--- config.mk ---
export PLATFORM = sky130hd
export DESIGN_NAME = up_counter
export DESIGN_NICKNAME = d
export VERILOG_FILES = /design/src/rtl/upcounter_pkg.sv /design/src/rtl/upcounter_prescaler.sv /design/src/rtl/up_counter.sv
export SDC_FILE = /design/constraint.sdc
export NUM_CORES = 1
export LEC_CHECK = 0
export ABC_AREA = 1
export BUFFER_PORTS_ARGS = -buffer_cell sky130_fd_sc_hd__buf_2
export CORE_AREA = 5 5 42 44
export CTS_CLUSTER_DIAMETER = 60
export DETAILED_ROUTE_END_ITERATION = 6
export DIE_AREA = 0 0 47 49
export PLACE_DENSITY = 0.43
export SLEW_MARGIN = 10
export SYNTH_ARGS = -nofsm -noshare
export SYNTH_HDL_FRONTEND = slang
export SYNTH_SLANG_ARGS = --single-unit
--- constraint.sdc ---
create_clock -name clk -period 3.6 [get_ports clk]
set_clock_uncertainty 0.05 [all_clocks]
set_input_delay 0.36 -clock clk [delete_from_list [all_inputs] [get_ports clk]]
set_output_delay 0.36 -clock clk [all_outputs]
set_load 0.05 [all_outputs]
--- src/rtl/upcounter_pkg.sv ---
// ============================================================================
// Module : upcounter_pkg
// Brief  : Shared defaults and prescaler-width helper for the up_counter slice.
// Rev    : 1.0  initial release
// ============================================================================
`default_nettype none

package upcounter_pkg;

  localparam int unsigned UPCOUNTER_N_DEF        = 4;
  localparam int unsigned UPCOUNTER_PRESCALE_DEF = 1;

  // Prescaler width: clog2(prescale), never less than one bit.
  function automatic int unsigned upcounter_presc_w(input int unsigned prescale);
    return (prescale <= 1) ? 1 : $clog2(prescale);
  endfunction

endpackage : upcounter_pkg

`default_nettype wire

--- src/rtl/upcounter_prescaler.sv ---
// ============================================================================
// Module : upcounter_prescaler
// Brief  : Modulo-PRESCALE tick generator; collapses to tick = en when PRESCALE = 1.
// Rev    : 1.0  initial release
// ============================================================================
`default_nettype none

module upcounter_prescaler
  import upcounter_pkg::*;
#(
  parameter int unsigned PRESCALE = UPCOUNTER_PRESCALE_DEF
) (
  input  logic clk,
  input  logic rst,
  input  logic en,
  input  logic sync_clr,
  output logic tick
);

  localparam int unsigned CNT_W = upcounter_presc_w(PRESCALE);

  generate
    if (PRESCALE <= 1) begin : g_bypass
      logic unused_ok;
      assign unused_ok = ^{clk, rst, sync_clr};
      assign tick      = en;
    end else begin : g_count
      localparam logic [CNT_W-1:0] c_last = CNT_W'(PRESCALE - 1);

      logic [CNT_W-1:0] cnt_q;
      logic [CNT_W-1:0] cnt_d;
      logic             at_last;

      assign at_last = (cnt_q == c_last);
      assign tick    = en & at_last;

      always_comb begin
        cnt_d = cnt_q;
        if (sync_clr) begin
          cnt_d = '0;
        end else if (en) begin
          cnt_d = at_last ? '0 : cnt_q + CNT_W'(1);
        end
      end

      always_ff @(posedge clk or posedge rst) begin
        if (rst) begin
          cnt_q <= '0;
        end else begin
          cnt_q <= cnt_d;
        end
      end
    end
  endgenerate

endmodule : upcounter_prescaler

`default_nettype wire

--- src/rtl/up_counter.sv ---
// ============================================================================
// Module : up_counter
// Brief  : N-bit prescaled up-counter with clear/load priority and tc/co flags.
// Rev    : 1.0  initial release
// ============================================================================
`default_nettype none

module up_counter
  import upcounter_pkg::*;
#(
  parameter int unsigned N        = UPCOUNTER_N_DEF,
  parameter int unsigned PRESCALE = UPCOUNTER_PRESCALE_DEF
) (
  input  logic         clk,
  input  logic         rst,
  input  logic         en,
  input  logic         clr,
  input  logic         load,
  input  logic [N-1:0] d,
  output logic [N-1:0] q,
  output logic         tc,
  output logic         co
);

  logic [N-1:0] q_q;
  logic [N-1:0] q_d;
  logic         step;
  logic         presc_clr;

  // Any clear or load restarts the prescale spacing.
  assign presc_clr = clr | load;

  upcounter_prescaler #(
    .PRESCALE (PRESCALE)
  ) u_prescaler (
    .clk      (clk),
    .rst      (rst),
    .en       (en),
    .sync_clr (presc_clr),
    .tick     (step)
  );

  always_comb begin
    q_d = q_q;
    if (clr) begin
      q_d = '0;
    end else if (load) begin
      q_d = d;
    end else if (step) begin
      q_d = q_q + N'(1);
    end
  end

  always_ff @(posedge clk or posedge rst) begin
    if (rst) begin
      q_q <= '0;
    end else begin
      q_q <= q_d;
    end
  end

  assign q  = q_q;
  assign tc = &q_q;
  assign co = tc & step;

endmodule : up_counter

`default_nettype wire

==> impl_metrics.py, run 1 <==
metrics = {
    "synthesis": {
        "synth_cells": 36,
        "synth-seq-area-share_pct": 37.4,
        "ys_ff_latch": 4,
        "synth_area_um2": 268,
        "synthTopCellsByArea": "dfrtp_1 37%, nand2_1 14%, o21ai_1 9.3%",
        "syn_avg_cell_area_um2": 7.44,
        "synth_cell_types": 15,
        "ys.warnings.count": 0,
        "synth_fp_nets": 46,
        "synth_top_cell_by_area": "dfrtp_1",
        "synth_top_cell_area_share_pct": 37.4,
    },
    "drt": {
        "wl_um": 734,
        "drc": 0,
        "drt-pass1-iter-count": 4,
        "avgRoutedWirePerCell_um": 10.5,
        "via_per_inst": 4.34,
        "vias": 304,
        "drtAntennaViolNets": 0,
        "initialDrtViolationCount": 3,
    },
    "timing": {
        "max_freq_mhz": 551,
        "fin_crit_ns": 1.82,
        "setup-violations-final": 0,
        "rsz0062_at_grt": "false",
        "hold_viol": 0,
        "period_share_pct": 50.4,
        "worst-slew-pin-transition_ns": 0.291,
        "drv_slew": 0,
        "setup_tns_ns": 0,
        "slew_headroom_pct": 80.5,
    },
    "grt": {
        "grt_pass1_vias": 247,
        "grt_pass1_wl_um": 1100,
        "grtUsageTotal_pct": 6.92,
        "antenna_found_initial": 0,
        "grt_max_degree": 7,
        "overflow": 0,
    },
    "placement": {
        "hpwlAfterDp_um": 582,
        "port_buffers": 14,
        "place.gp.congestion": 0.691,
    },
    "layout": {
        "syn_to_final_growth_pct": 45.8,
        "final_nets": 66,
        "final_common_cell": "buf_2",
        "antenna_cells": 0,
        "final_layout_size_suffix_gt1_share_pct": 38.9,
        "largest_reg_flops": 4,
        "layout_common_cells": "14 x buf_2, 10 x nand2_1, 5 x o21ai_1, 4 x nor2_1, 4 x dfrtp_1",
        "finish.utilization_pct": 27.9,
    },
    "cts": {
        "ctsResizeCount": 0,
        "ctsHoldBuffers": 1,
        "cts.sinks": 4,
        "clockBufferDepth": 2,
        "cts_root_buffer": "clkbuf_4",
        "path_clk_slew_ns": 0.04,
        "worstSkewPairLatency_ns": 0.23,
        "cts_setup_buffers": 0,
        "cts_buffers": 3,
        "cts_max_level": 1,
        "cts_tree": "built",
    },
    "setup_path": {
        "cpPeakStageDelay_ns": 0.43,
        "worstSetupStartpoint": "q[0]",
        "cp_data_required_time_ns": 3.19,
        "end_kind": "output port",
        "crit_buf_inv": 1,
        "crit_family": "flip-flops",
        "crit_path_start_kind": "register",
        "critPathKind": "reg -> out",
        "cp.arrival_ns": 1.41,
        "path_max_fanout": 6,
        "crit_slowest_cell": "dfrtp_1",
        "r2r-start": "q[0]",
        "worstPathCellList": "ha_1 > nand2_1 > nor3b_1 > buf_2",
    },
    "status": {
        "outcome": "completed",
    },
    "worst_hold_path": {
        "hp-start": "d[0]",
        "hold_path_class": "in -> reg",
    },
    "power": {
        "leakagePower_nw": 0.209,
        "power_density_nw_per_um2": 386,
        "ir_worst_vdd_v": 0.000136,
    },
    "die": {
        "die_area_um2": 2300,
        "die_h_um": 49,
        "num_rows": 14,
        "start_util_pct": 19.1,
        "ios": 15,
        "dieWidth_um": 47,
        "core_um2": 1400,
    },
    "job": {
        "cap_viol_max_count": 0,
    },
}
## path summary, 6_finish.rpt
| kind | slack [ns] | depth (start not counted) | end |
|---|---|---|---|
| setup reg to reg | 2.36 | 4 | q[1] |
| min in group asynchronous | 0.50 | 3 | q[3] |
| max in group asynchronous | 2.85 | 3 | q[1] |
| hold / removal | 0.35 | 3 | q[0] |
| hold reg to reg | 0.49 | 2 | q[3] |
| setup / recovery | 1.78 | 4 | co |
## Yosys cell counts
| cell | count |
|---|---|
| dfrtp_1 | 4 |
| ha_1 | 1 |
| inv_1 | 2 |
| inv_2 | 1 |
| nand2_1 | 10 |
| nand3_1 | 2 |
| nand4_1 | 1 |
| nor2_1 | 4 |
| nor2_2 | 1 |
| nor3_2 | 1 |
| nor3b_1 | 1 |
| o21ai_1 | 5 |
| o21bai_2 | 1 |
| or2_1 | 1 |
| xor2_1 | 1 |
## stage by stage
step / total power, mW / cells / hold slack (ns) / setup slack, ns / cell area, µm²
6_report: 0.151 / 70 / 0.349 / 1.78 / 390
5_1_grt: 0.160 / 70 / 0.390 / 1.68 / 390
2_1_floorplan: 0.0810 / 36 / 0.0761 / 0.994 / 268
3_3_place_gp: 0.0951 / 66 / 0.201 / 2.04 / 358
3_5_place_dp: 0.0949 / 66 / 0.205 / 2.03 / 358
4_1_cts: 0.155 / 70 / 0.347 / 1.77 / 390
## logic make-up (layout without fill, tap and decap cells)
family / after synthesis / in the layout / synth area share [%]
AND/OR/NAND/NOR: 21 / 21 / 36.9
XOR/XNOR: 1 / 1 / 3.27
adder cells (fa/ha/maj): 1 / 1 / 4.67
buffers and inverters: 3 / 21 / 4.21
AO/OA/AOI/OAI: 6 / 6 / 13.5
flip-flops: 4 / 4 / 37.4
## routing by layer
metal  vias to the layer above  part of all wire (%)  global-route usage (%)
li1                        155                     -                       -
met1                       138                    44                    9.09
met2                         8                    48                    8.60
met3                         3                   5.9                    2.58
met4                         0                   1.9                    5.53
met5                         -                     0                       0
## worst reg2reg max path: cells and delay by family (launching register included)
family	cells	cell delay [ns]
flip-flops	1	0.43
adder cells (fa/ha/maj)	1	0.30
AND/OR/NAND/NOR	1	0.20
AO/OA/AOI/OAI	2	0.13
## power by group
part           switching, mW  internal (mW)  leakage [nW]  total [mW]
clock network         0.0186         0.0373        0.0138      0.0559
logic                 0.0272         0.0131         0.143      0.0403
registers            0.00550         0.0490        0.0522      0.0545
total                 0.0514         0.0994         0.209       0.151
## layout make-up
class / instances / area (µm²)
clock buffer: 3 / 22.5
fill: 173 / 1010
inverter: 3 / 11.3
multi-input combinational: 29 / 156
sequential: 4 / 100
tap: 16 / 20.0
timing repair buffer: 15 / 80.1
(Power assumes the default switching activity.)
==> run 2: changes to the inputs <==
--- a/config.mk
+++ b/config.mk
@@ -5,13 +5,13 @@
 export SDC_FILE = /design/constraint.sdc
 export NUM_CORES = 1
 export LEC_CHECK = 0
-export ABC_AREA = 1
+export ABC_AREA = 0
 export BUFFER_PORTS_ARGS = -buffer_cell sky130_fd_sc_hd__buf_2
 export CORE_AREA = 5 5 42 44
 export CTS_CLUSTER_DIAMETER = 60
 export DETAILED_ROUTE_END_ITERATION = 6
 export DIE_AREA = 0 0 47 49
-export PLACE_DENSITY = 0.43
+export PLACE_DENSITY = 0.42
 export SLEW_MARGIN = 10
 export SYNTH_ARGS = -nofsm -noshare
 export SYNTH_HDL_FRONTEND = slang
==> constraint.sdc (replaced) <==
create_clock -name clk -period 1.5 [get_ports clk]
set_clock_uncertainty 0.05 [all_clocks]
set_input_delay 0.15 -clock clk [delete_from_list [all_inputs] [get_ports clk]]
set_output_delay 0.15 -clock clk [all_outputs]
set_load 0.05 [all_outputs]
==> impl_metrics.py, run 2 <==
metrics = {
    "grt": {
        "overflow": 0,
        "grt_max_degree": 7,
        "grt_pass1_wl_um": 972,
        "grtUsageTotal_pct": 6.07,
        "antenna_found_initial": 0,
        "grt_pass1_vias": 249,
    },
    "synthesis": {
        "synth_fp_nets": 35,
        "synth_top_cell_area_share_pct": 41.2,
        "synth_commonest_cells": "4 x dfrtp_1, 3 x inv_1",
        "synth-seq-area-share_pct": 41.2,
        "syn_avg_cell_area_um2": 9.71,
        "synth_area_um2": 243,
        "ys.warnings.count": 0,
        "synth_cells": 25,
        "synth_top_cell_by_area": "dfrtp_1",
        "synth_top_flop_cell": "dfrtp_1",
        "ys_ff_latch": 4,
        "synthTopCellsByArea": "dfrtp_1 41%, mux2i_1 8.2%, xnor2_1 7.2%",
        "synth_cell_types": 15,
        "synthArstFlopShare_pct": 100,
        "synth.most_common_cell": "dfrtp_1",
        "synth_edf_count": 0,
    },
    "layout": {
        "syn_to_final_growth_pct": 68.0,
        "multi_input_area_um2": 145,
        "layout_common_cells": "13 x buf_2, 3 x inv_1, 3 x clkbuf_4, 3 x dfrtp_2",
        "stdcell_count": 61,
        "final_common_cell": "buf_2",
        "final_layout_size_suffix_gt1_share_pct": 55.6,
        "register_area_um2": 104,
        "largest_reg_flops": 4,
        "nFillCells": 165,
        "final_nets": 56,
        "antenna_cells": 0,
    },
    "job": {
        "cap_viol_max_count": 0,
    },
    "drt": {
        "initialDrtViolationCount": 0,
        "wl_um": 571,
        "drc": 0,
        "drtAntennaViolNets": 0,
        "avgRoutedWirePerCell_um": 9.36,
        "vias": 232,
        "via_per_inst": 3.80,
        "drt-pass1-iter-count": 1,
    },
    "setup_path": {
        "crit_family": "flip-flops",
        "crit_cells": 4,
        "worstSetupStartpoint": "q[1]",
        "reg2regPathDepth": 4,
        "cpPeakStageDelay_ns": 0.42,
        "crit_path_start_kind": "register",
        "end_kind": "output port",
        "cp.arrival_ns": 1.27,
        "critPathCapture": "co",
        "r2r-start": "q[0]",
        "critPathKind": "reg -> out",
        "path_max_fanout": 2,
        "crit_slowest_cell": "dfrtp_2",
        "crit_buf_inv": 1,
        "worstPathCellList": "ha_4 > and3_4 > and2_4 > buf_6",
        "reg2reg_slack_ns": 0.23,
        "cp_data_required_time_ns": 1.30,
        "r2r_end": "q[1]",
    },
    "placement": {
        "dp_cells": 54,
        "place.gp.congestion": 0.624,
        "port_buffers": 14,
        "pre_cts_slack_ns": 0.162,
    },
    "power": {
        "ir_worst_vdd_v": 0.000341,
        "leakagePower_nw": 0.212,
        "power_density_nw_per_um2": 896,
    },
    "timing": {
        "drv_slew": 0,
        "max_freq_mhz": 680,
        "period_share_pct": 98.1,
        "fin_crit_ns": 1.47,
        "setup_slack_ns": 0.0284,
        "worst-slew-pin-transition_ns": 0.255,
        "rsz0062_at_grt": "true",
        "hold_viol": 0,
        "setup-violations-final": 0,
        "slew_headroom_pct": 83.1,
    },
    "die": {
        "dieWidth_um": 47,
        "die_area_um2": 2300,
        "ios": 15,
        "core_um2": 1400,
        "num_rows": 14,
        "start_util_pct": 17.3,
        "die_h_um": 49,
    },
    "cts": {
        "cts_tree": "built",
        "cts.sinks": 4,
        "cts_root_buffer": "clkbuf_4",
        "clockBufferDepth": 2,
        "cts_buffers": 3,
        "path_clk_slew_ns": 0.04,
        "worstSkewPairLatency_ns": 0.23,
        "cts_max_level": 1,
    },
    "worst_hold_path": {
        "hold_path_class": "in -> reg",
    },
    "status": {
        "outcome": "completed",
    },
}
## run 2: cell count changes in the layout (fill, tap and decap cells not counted), sizes merged, moves of 2 or more
cell	change
nand3	-2
a21oi	+2
nor2	-3
o21ai	-5
nand2	-9
buf	+2
mux2i	+2
xnor2	+2
o21a	+2
## run 2: cells by family (layout without fill, tap and decap cells)
kind of cell,after synthesis,after routing,share of synthesized area [%]
simple gates,6,6,12.9
compound gates,4,4,10.3
flops,4,4,41.2
buf+inv,4,24,6.70
xor+xnor,3,3,10.8
mux,3,3,12.9
fa+ha+maj,1,1,5.15
## run 2: final cells by class
type | instances | area share [%]
Timing Repair Buffer | 17 | 24.8
Clock buffer | 4 | 6.44
Inverter | 3 | 2.76
Multi-Input combinational cell | 17 | 35.6
Tap cell | 16 | 4.91
Sequential cell | 4 | 25.5
## run 2: worst min-delay path by stage
stage                     startpoint   end  slack (ns)  cells after the start
after global placement           rst  q[3]      -0.009                      2
after floorplan                  rst  q[3]       -0.13                      1
after detailed placement         rst  q[3]      -0.008                      2
after CTS                        clr  q[1]        0.06                      2
after global routing             clr  q[1]        0.07                      2
final                            clr  q[1]        0.06                      2
## run 2: routing by layer
| layer | wire length, µm | vias to the layer above | GRT usage, % |
|---|---|---|---|
| met3 | 59 | 0 | 3.32 |
| met1 | 223 | 99 | 6.86 |
| met2 | 288 | 10 | 8.37 |
| li1 | - | 123 | - |
| met5 | 0 | - | 0 |
| met4 | 0 | 0 | 4.15 |
## run 2: per-stage QoR
stage                     power [mW]  hold slack [ns]  util, %  area, µm²  setup TNS (ns)
after floorplan                0.185           -0.134        -        253               0
after global placement         0.213         -0.00862     24.1        338               0
after detailed placement       0.213         -0.00764     24.1        338               0
after CTS                      0.373           0.0612     28.4        398               0
after global routing           0.394           0.0713     29.1        408         -0.0187
final                          0.366           0.0630     29.1        408               0
## run 2: repair_timing
| item | 4_1_cts | 5_1_grt |
|---|---|---|
| hold buffers | 1 | 0 |
| setup endpoints to repair | 1 | 1 |
| endpoints found under the hold margin | 4 | 0 |
| setup buffers | 2 | 0 |
| resized for setup | 3 | 1 |
## run 2: power by group
group / internal, mW / leakage [nW] / switching, mW / total [mW]
Clock: 0.0998 / 0.0150 / 0.0441 / 0.144
Sequential: 0.118 / 0.0479 / 0.00858 / 0.127
Combinational: 0.0377 / 0.149 / 0.0575 / 0.0951
Total: 0.255 / 0.212 / 0.110 / 0.366
